`config.mk`:
```
export PLATFORM = sky130hd
export DESIGN_NAME = cdb_arbiter
export DESIGN_NICKNAME = d
export VERILOG_FILES = /design/src/rtl/cdb_arbiter.sv
export SDC_FILE = /design/constraint.sdc
export NUM_CORES = 1
export LEC_CHECK = 0
export BUFFER_PORTS_ARGS = -buffer_cell sky130_fd_sc_hd__buf_2
export CAP_MARGIN = 25
export CORE_ASPECT_RATIO = 0.6
export CORE_MARGIN = 2
export CORE_UTILIZATION = 45
export CTS_CLUSTER_DIAMETER = 60
export CTS_CLUSTER_SIZE = 28
export DETAILED_ROUTE_END_ITERATION = 7
export PLACE_DENSITY = 0.77
export SKIP_LAST_GASP = 1
export SYNTH_ARGS = -nofsm -noshare
export SYNTH_HDL_FRONTEND = slang
export SYNTH_SLANG_ARGS = --single-unit
```
`constraint.sdc`:
```
create_clock -name clk_in -period 2.2 [get_ports clk_in]
set_input_delay 0 -clock clk_in [delete_from_list [all_inputs] [get_ports clk_in]]
set_output_delay 0 -clock clk_in [all_outputs]
set_load 0.05 [all_outputs]
```
`src/rtl/cdb_arbiter.sv`:
```
// Common-data-bus arbiter: per-producer FIFOs for ALU and LSU results,
// round-robin grant of one broadcast per cycle, flushed by reset or ROB rollback.
module cdb_arbiter #(
  parameter int DATA_WIDTH  = 32,
  parameter int ROB_WIDTH   = 4,
  parameter int QUEUE_DEPTH = 2
) (
  input  logic                  clk_in,
  input  logic                  rst_in,
  input  logic                  rdy_in,
  input  logic                  rollback_flag_from_rob,
  input  logic                  alu_valid,
  input  logic [ROB_WIDTH-1:0]  alu_rob_id,
  input  logic [DATA_WIDTH-1:0] alu_result,
  output logic                  alu_ready,
  input  logic                  lsu_valid,
  input  logic [ROB_WIDTH-1:0]  lsu_rob_id,
  input  logic [DATA_WIDTH-1:0] lsu_data,
  output logic                  lsu_ready,
  output logic                  cdb_valid,
  output logic [ROB_WIDTH-1:0]  cdb_rob_id,
  output logic [DATA_WIDTH-1:0] cdb_data,
  output logic                  cdb_src
);

  localparam int PTR_W   = $clog2(QUEUE_DEPTH);
  localparam int CNT_W   = PTR_W + 1;
  localparam int ENTRY_W = ROB_WIDTH + DATA_WIDTH;
  localparam int NSRC    = 2;
  localparam logic SRC_ALU = 1'b0;
  localparam logic SRC_LSU = 1'b1;

  logic                          flush;
  logic [NSRC-1:0]               src_valid;
  logic [NSRC-1:0]               src_ready;
  logic [NSRC-1:0]               src_nonempty;
  logic [NSRC-1:0]               push;
  logic [NSRC-1:0]               pop;
  logic [NSRC-1:0][ENTRY_W-1:0]  src_entry;
  logic [NSRC-1:0][ENTRY_W-1:0]  head_entry;

  logic                  rr_last_reg;
  logic                  grant_valid;
  logic                  grant_src;
  logic                  cdb_valid_reg;
  logic [ROB_WIDTH-1:0]  cdb_rob_id_reg;
  logic [DATA_WIDTH-1:0] cdb_data_reg;
  logic                  cdb_src_reg;

  assign flush        = rst_in | rollback_flag_from_rob;
  assign src_valid    = {lsu_valid, alu_valid};
  assign src_entry[0] = {alu_rob_id, alu_result};
  assign src_entry[1] = {lsu_rob_id, lsu_data};
  assign alu_ready    = src_ready[0];
  assign lsu_ready    = src_ready[1];

  generate
    for (genvar gi = 0; gi < NSRC; gi++) begin : g_fifo
      logic [ENTRY_W-1:0] mem [QUEUE_DEPTH];
      logic [PTR_W-1:0]   head_reg;
      logic [PTR_W-1:0]   tail_reg;
      logic [CNT_W-1:0]   count_reg;
      logic [CNT_W-1:0]   count_next;

      // Ready looks only at the registered count: a full FIFO never accepts,
      // even in a cycle where it is also being popped.
      assign src_ready[gi]    = rdy_in && !flush && (count_reg < CNT_W'(QUEUE_DEPTH));
      assign src_nonempty[gi] = (count_reg != '0);
      assign push[gi]         = src_valid[gi] && src_ready[gi];
      assign head_entry[gi]   = mem[head_reg];

      always_comb begin
        count_next = count_reg;
        case ({push[gi], pop[gi]})
          2'b10:   count_next = count_reg + CNT_W'(1);
          2'b01:   count_next = count_reg - CNT_W'(1);
          default: count_next = count_reg;
        endcase
      end

      always_ff @(posedge clk_in) begin
        if (flush) begin
          head_reg  <= '0;
          tail_reg  <= '0;
          count_reg <= '0;
        end else begin
          if (push[gi]) tail_reg <= tail_reg + PTR_W'(1);
          if (pop[gi])  head_reg <= head_reg + PTR_W'(1);
          count_reg <= count_next;
        end
      end

      always_ff @(posedge clk_in) begin
        if (push[gi]) mem[tail_reg] <= src_entry[gi];
      end
    end
  endgenerate

  // Grant uses pre-push occupancy, so an entry written this edge waits a cycle.
  always_comb begin
    grant_valid = 1'b0;
    grant_src   = SRC_ALU;
    if (rdy_in && !flush) begin
      if (src_nonempty[0] && src_nonempty[1]) begin
        grant_valid = 1'b1;
        grant_src   = ~rr_last_reg;
      end else if (src_nonempty[0]) begin
        grant_valid = 1'b1;
        grant_src   = SRC_ALU;
      end else if (src_nonempty[1]) begin
        grant_valid = 1'b1;
        grant_src   = SRC_LSU;
      end
    end
  end

  assign pop = grant_valid ? (grant_src ? 2'b10 : 2'b01) : 2'b00;

  always_ff @(posedge clk_in) begin
    if (flush) begin
      rr_last_reg    <= SRC_LSU;
      cdb_valid_reg  <= 1'b0;
      cdb_rob_id_reg <= '0;
      cdb_data_reg   <= '0;
      cdb_src_reg    <= SRC_ALU;
    end else if (rdy_in) begin
      cdb_valid_reg <= grant_valid;
      if (grant_valid) begin
        {cdb_rob_id_reg, cdb_data_reg} <= head_entry[grant_src];
        cdb_src_reg <= grant_src;
        rr_last_reg <= grant_src;
      end
    end
  end

  assign cdb_valid  = cdb_valid_reg;
  assign cdb_rob_id = cdb_rob_id_reg;
  assign cdb_data   = cdb_data_reg;
  assign cdb_src    = cdb_src_reg;

endmodule

```
## After elaboration in Yosys (flattened, before gate mapping)

Memory sizes are Yosys's and may differ from the RTL's. A register that Yosys moved wholly into a read port is not among the register bits.
Index checks and enable logic that the tools add are counted.
W data, S select, Z words.

- Bits in registers: 47
- Memory bits (writable): 144
- Memories kept: 2

- $add $sub $neg: 8
- Magnitude comparators: 3
- Eq/ne operators: 4
- Muxes and demuxes: 21
- Bitwise logic cells: 2
- Reductions and logical operators: 12

Memories:

| name | words | bits a word | read ports | clocked after Yosys merged registers in | write ports | RTL line | text |
|---|---|---|---|---|---|---|---|
| g_fifo[0].mem | 2 | 36 | 1 | 1 | 1 | 59 | `logic [ENTRY_W-1:0] mem [QUEUE_DEPTH];` |
| g_fifo[1].mem | 2 | 36 | 1 | 1 | 1 | 59 |  |

Operators with widths:

| operator | number |
|---|---|
| $mux W36 | 2 |
| $mux W1 | 15 |
| $pmux W2 S2 | 2 |
| $reduce_bool A2 Y1 | 4 |
| $logic_and A1 B1 Y1 | 6 |
| $add A1 B1 Y1 const B | 4 |
| $add A2 B1 Y2 const B | 2 |
| $eq A2 B1 Y1 const B | 2 |
| $eq A2 B2 Y1 const B | 2 |
| $lt A2 B2 Y1 const B | 2 |
| $mux W2 | 2 |
| $sub A2 B1 Y2 const B | 2 |
| $lt A1 B2 Y1 const B | 1 |
| $reduce_and A2 Y1 | 1 |
| $logic_not A1 Y1 | 1 |
| $not A1 Y1 | 1 |
| $or A1 B1 Y1 | 1 |

## Logic depth before layout (Yosys ltp)

Gate-level depths: netlist of run 1.

- Depth in word-level cells: 9
- Mapped depth: 8
- Gate-level depth less buffers: 6

## Least setup slack after synthesis of run 1

Ideal clock, no wire load.

- Path type: input -> register
- Start point: in rollback_flag_from_rob
- End point: mem g_fifo[0].mem[1][0] (netlist name) (enable)
- Arrival time: 2282 ps
- Path slack: -479 ps
- Stages: 4
- Path buffers: 1
- Cells stage by stage: or3b_4 > buf_6 > nor2_1 > and3_1

- Cells in the longest elaborated chain, start to end: 7

Ends and longest elaborated chain:

| what | RTL line | text |
|---|---|---|
| start, declared | 11 | `input logic rollback_flag_from_rob,` |
| $or A1 B1 Y1 | 50 | `assign flush = rst_in \| rollback_flag_from_rob;` |
| $logic_not A1 Y1 | 67 | `assign src_ready[gi] = rdy_in && !flush && (count_reg < CNT_W'(QUEUE_DEPTH));` |
| $logic_and A1 B1 Y1 (2 in series) | 67 |  |
| net alu_ready | 15 | `output logic alu_ready,` |
| $logic_and A1 B1 Y1 | 69 | `assign push[gi] = src_valid[gi] && src_ready[gi];` |
| $mux W1 | 94 | `if (push[gi]) mem[tail_reg] <= src_entry[gi];` |
| $mux W1 (not written as such) | 94 |  |
| end, declared | 59 |  |

The timed path passes the listed nets, and every way through them passes these cells.

## Final worst setup path of run 1

- Start point: in rdy_in
- End point: reg g_fifo[0].count_reg[1]

- Cells in the longest elaborated chain, start to end: 6
- Elaborated cells between the ends (all ways): 11
- Classes of those cells: eq/ne (2); mux (5); reduce/logical (4)

Ends and longest elaborated chain:

| what | RTL line | text |
|---|---|---|
| start, declared | 10 | `input logic rdy_in,` |
| $logic_and A1 B1 Y1 * | 67, 103 |  |
| $mux W1 | 103 | `if (rdy_in && !flush) begin` |
| $mux W2 (2 in series) | 117 | `assign pop = grant_valid ? (grant_src ? 2'b10 : 2'b01) : 2'b00;` |
| $eq A2 B1 Y1 / $eq A2 B2 Y1 (equally long branches) | 74 | `case ({push[gi], pop[gi]})` |
| $pmux W2 S2 / $reduce_bool A2 Y1 (equally long branches) | - |  |
| end signal, assigned | 89 | `count_reg <= count_next;` |
| end, declared | 62 | `logic [CNT_W-1:0] count_reg;` |

Every way passes the cells marked *; elsewhere a longest branch is shown, timed or not.
A chain may end at the register's enable or synchronous reset.

==> flow_summary.yaml, run 1 <==
timing:
  final_max_slew_viol_count: 0
  skew_ns: 0.00826
  tns_ns: 0
  worst_slew_pin_slew_ns: 0.771
  rsz0062_at_grt: "no"
  holdWs_ns: 0.0344
  timing.final.crit_share_pct: 96.0
  clock.fmax_ghz: 0.474
  setup_viol: 0
  relSlewSlack_pct: 48.6
  hold_viol: 0
  fin_crit_ns: 2.11
  worst_slack_ns: 0.0884
setup_path:
  crit_type: "in2reg"
  cp_common_cell: "or3_1"
  critical_path_required_ns: 2.56
  critPathMaxFanout: 16
  r2r_setup_slack_ns: 0.27
  path_cells: "dlygate4sd3_1, buf_2, or3b_4, or3_1, ha_1, or3_1, a21oi_1"
  arrival_ns: 2.47
  cp-end-kind: "flip-flop"
  cp-start-kind: "primary input"
  cpPeakStageDelay_ns: 0.52
  slowest_stage: "dlygate4sd3_1"
layout:
  synthToLayoutAreaGrowth_pct: 29.4
  insertedDiodeCount: 0
  layoutNonFillerInstCount: 935
  drive_gt1_share_pct: 35.9
  design_area_sq_um: 9780
  fin_nets: 776
  fin_util_pct: 60.0
  largest_reg_flops: 144
floorplan:
  start_util_pct: 46.3
  dieWidth_um: 171
  core_sq_um: 16300
  dieArea_sq_um: 17900
  die_y_um: 104
  row_count: 36
  io_pins: 118
synthesis:
  synth_top_area_share_pct: 57.2
  synth_cells: 516
  ys_top_cells_by_count: "edfxtp_1, mux2_2, nand4_1"
  synth-main-ff-cell: "edfxtp_1"
  synth.distinct_cells: 32
  yosysMostFrequentCell: "edfxtp_1"
  synthArstFlopShare_pct: 0
  synth-edff-count: 144
  yosys_warnings: 0
  synth-seq-area-share_pct: 70.2
  yosys.area.top_type: "edfxtp_1"
  syn-cell-area_sq_um: 7550
  synthTopCellsByArea: "edfxtp_1, dfxtp_1, mux2_2, nand4_1, a31oi_1"
  ys_ff_latch: 193
  syn_nets: 596
  syn_area_per_cell_sq_um: 14.6
global_routing:
  grt_max_degree: 73
  first_global_vias: 5354
  grt_pass1_wl_um: 27600
  antenna_found_initial: 2
  overflow: 0
  grtUsageTotal_pct: 20.4
place:
  gp_congestion: 0.842
  hpwl_um: 11600
  io_buffers: 117
  place_inst: 831
  postPlaceCellArea_sq_um: 8460
  place_ws_ns: 0.192
flow_run:
  cap_violations: 0
drt:
  vias: 5307
  dr.pass1.iters: 5
  wl_um: 18500
  final_antenna_net_count: 0
  drt_iter0_markers: 536
  wl_per_cell_um: 19.8
  viasPerCell: 5.68
  drc: 0
clock_network:
  cts_tree: "built"
  htreeDepth: 4
  numClockSinks: 193
  cts_buffer_depth: 2
  clock-root-buffer: "clkbuf_16"
  cts_setup_buffers: 0
  numCtsBuffers: 17
  clk-insertion-delay-late_ns: 0.43
  clkSlewWorstSetupHoldPaths_ns: 0.06
run_status:
  outcome: "complete, no violations"
power:
  leakagePower_nw: 3.36
  ir_worst_vdd_v: 0.000483
  power.density_nw_per_um2: 748
  p_total_mw: 7.31
min_path:
  worst_hold_path_type: "in2reg"
==> path summary, 6_finish.rpt <==
check                           cells after the start              startpoint                endpoint
worst max-delay path                                7                  rdy_in  g_fifo[0].count_reg[1]
worst min-delay path                                4               alu_valid      g_fifo[0].tail_reg
worst max register to register                      5  g_fifo[1].count_reg[1]  g_fifo[1].count_reg[1]
worst min register to register                      2      g_fifo[0].head_reg               flip-flop
==> cells by family after synthesis <==
kind of cell,share of synthesized area (%)
compound gates,7.22
simple gates,8.13
mux,10.7
flops,70.2
buf+inv,2.90
xor+xnor,0.464
fa+ha+maj,0.331
==> routing by layer <==
metal  GRT usage (%)  vias to the layer above  wire (um)
li1                -                     2408          -
met1            27.7                     2609       8370
met2            31.7                      271       8450
met3            6.43                       19       1550
met4            5.69                        0        165
met5               0                        -          0
==> where the power goes <==
group / switching [mW] / internal [mW] / leakage, nW
clock network: 1.28 / 1.73 / 0.269
logic: 0.180 / 0.176 / 1.39
registers: 0.00897 / 3.94 / 1.70
total: 1.47 / 5.84 / 3.36
==> cell usage in the layout (no fill, tap or decap), types with 3 or more instances in the layout <==
master	count
a21oi_1	8
a31oi_1	37
buf_12	5
buf_2	117
buf_4	14
clkbuf_1	3
clkbuf_16	17
clkinvlp_4	3
dfxtp_1	47
dlygate4sd3_1	73
edfxtp_1	144
mux2_2	72
nand4_1	72
nor2_1	7
o21ai_0	20
o21ai_1	19
o31ai_1	4
or2_2	3
or3_1	4
==> critical path, delay by kind of cell <==
kind | cells | cell delay [ns]
and+or+nand+nor | 3 | 1.26
AOI/OAI and AO/OA | 1 | 0.15
buffers and inverters | 2 | 0.71
adders and majority gates | 1 | 0.35
==> cell type report <==
type / instances / area [sq um]
Tap cell: 228 / 285
Clock buffer: 22 / 464
Multi-Input combinational cell: 271 / 2080
Fill cell: 1270 / 6530
Sequential cell: 193 / 5310
Clock inverter: 8 / 105
Timing Repair Buffer: 209 / 1520
Inverter: 4 / 15.0
==> what timing repair did <==
| action | CTS | global route |
|---|---|---|
| setup endpoints to repair | 0 | 2 |
| hold buffers | 73 | 0 |
| gates resized for setup | 0 | 1 |
| endpoints found under the hold margin | 146 | 0 |
Power figures use the tool's default switching activity.
==> run 2, diff against run 1 <==
Settings changed: ABC_AREA set to 1, CTS_CLUSTER_DIAMETER 60 to 120.
==> flow_summary.yaml, run 2 <==
layout:
  drive_gt1_share_pct: 20.4
  fin_util_pct: 59.8
  fill_cells: 1315
  design_area_sq_um: 9720
  final_cell_mix: "edfxtp_1, nand2_1, buf_2"
  regArea_sq_um: 5310
  synthToLayoutAreaGrowth_pct: 29.7
  final_common_cell: "edfxtp_1"
  multiInputGateArea_sq_um: 1880
  fin_nets: 920
  insertedDiodeCount: 0
  largest_reg_flops: 144
setup_path:
  crit_type: "in2reg"
  critical_path_required_ns: 2.51
  cp-start-kind: "primary input"
  critPathMaxFanout: 5
  setup.worst_path.start: "rst_in"
  cp-end-kind: "flip-flop"
  rr_startpoint: "g_fifo[0].count_reg[0]"
  arrival_ns: 2.08
power:
  leakagePower_nw: 3.85
  ir_worst_vdd_v: 0.000559
  power.density_nw_per_um2: 742
synthesis:
  syn_nets: 728
  ys_top_cells_by_count: "edfxtp_1, nand2_1, nor2_1"
  yosysMostFrequentCell: "edfxtp_1"
  synth-seq-area-share_pct: 70.8
  synthTopCellsByArea: "edfxtp_1, dfxtp_1, nand2_1, nor2_1, mux2i_1"
  synth_top_area_share_pct: 57.7
  synth_cells: 648
  yosys_warnings: 0
  synth.distinct_cells: 23
  syn_area_per_cell_sq_um: 11.6
  synth-edff-count: 144
  synthArstFlopShare_pct: 0
  synth-main-ff-cell: "edfxtp_1"
  yosys.area.top_type: "edfxtp_1"
  ys_ff_latch: 193
  syn-cell-area_sq_um: 7490
timing:
  worst_slack_ns: 0.422
  rsz0062_at_grt: "no"
  clock.fmax_ghz: 0.562
  setup_viol: 0
  timing.final.crit_share_pct: 80.8
  tns_ns: 0
  final_max_slew_viol_count: 0
  hold_viol: 0
  fin_crit_ns: 1.78
  skew_ns: 0.0135
  relSlewSlack_pct: 68.9
  worst_slew_pin_slew_ns: 0.466
floorplan:
  io_pins: 118
  die_y_um: 104
  row_count: 36
  dieArea_sq_um: 17700
  start_util_pct: 46.1
  core_sq_um: 16300
  dieWidth_um: 171
drt:
  wl_um: 16400
  wl_per_cell_um: 15.2
  drt_iter0_markers: 343
  final_antenna_net_count: 0
  drc: 0
  dr.pass1.iters: 4
  vias: 5217
  viasPerCell: 4.83
global_routing:
  antenna_found_initial: 0
  grtUsageTotal_pct: 19.1
  grt_pass1_wl_um: 25700
  grt_max_degree: 47
  first_global_vias: 5267
  overflow: 0
min_path:
  hp-start: "lsu_valid"
  worst_hold_path_type: "in2reg"
clock_network:
  cts_hold_buf: 75
  htreeDepth: 4
  clock-root-buffer: "clkbuf_16"
  cts_buffer_depth: 2
  numCtsBuffers: 17
  clk-insertion-delay-late_ns: 0.43
  cts_setup_buffers: 0
  cts_tree: "built"
  clkSlewWorstSetupHoldPaths_ns: 0.07
  numClockSinks: 193
  cts_resized: 0
place:
  hpwl_um: 10400
  io_buffers: 117
  postPlaceCellArea_sq_um: 8400
  gp_congestion: 0.802
  place_ws_ns: 0.423
run_status:
  outcome: "complete, no violations"
flow_run:
  cap_violations: 0
## run 2: per-layer routing
layer	GRT usage, %	wire length, um
met1	25.0	7190
met2	32.2	7950
met3	3.84	1080
met4	5.49	165
met5	0	0
## run 2: cell families after synthesis
logic type / share of synthesized area, %
buffers and inverters: 4.73
adder cells (fa/ha/maj): 0.334
multiplexers: 4.81
AO/OA/AOI/OAI: 3.57
XOR/XNOR: 0.117
flip-flops: 70.8
AND/OR/NAND/NOR: 15.6
## run 2: path summary, 6_finish.rpt
check                           endpoint  slack [ns]  depth (start not counted)
setup / recovery  g_fifo[0].count_reg[1]        0.42                         11
setup reg to reg  g_fifo[1].count_reg[1]        0.53                          9
hold reg to reg                  cdb_src        0.46                          2
hold / removal        g_fifo[1].tail_reg        0.07                          3
## run 2: cell type report
class	count	share of cell area (%)
clock inverter	12	1.15
inverter	47	1.81
clock buffer	20	4.70
tap	228	2.93
timing repair buffer	203	15.5
sequential	193	54.6
multi-input combinational	378	19.3
## run 2: power breakdown
part | internal [mW] | switching, mW | total (mW)
clock network | 1.56 | 1.42 | 2.97
registers | 3.93 | 0.00783 | 3.94
logic | 0.159 | 0.138 | 0.297
total | 5.65 | 1.56 | 7.21
## run 2: through the flow
stage	hold WS [ns]	instances	total power, mW
after floorplan	0.0989	648	4.09
after global placement	0.188	974	4.21
after detailed placement	0.191	974	4.21
after CTS	0.0758	1081	7.26
after global routing	0.0806	1081	7.45
final	0.0682	1081	7.21
## run 2: critical path, cell delays in order
cell           delay (ns)
dlygate4sd3_1        0.54
buf_2                0.14
nor2_4               0.14
nand2_2              0.14
nor2_2               0.12
nand2_1              0.19
ha_1                 0.38
a21oi_1              0.12
o21ai_0              0.12
o21ai_0              0.15
a21oi_1              0.06
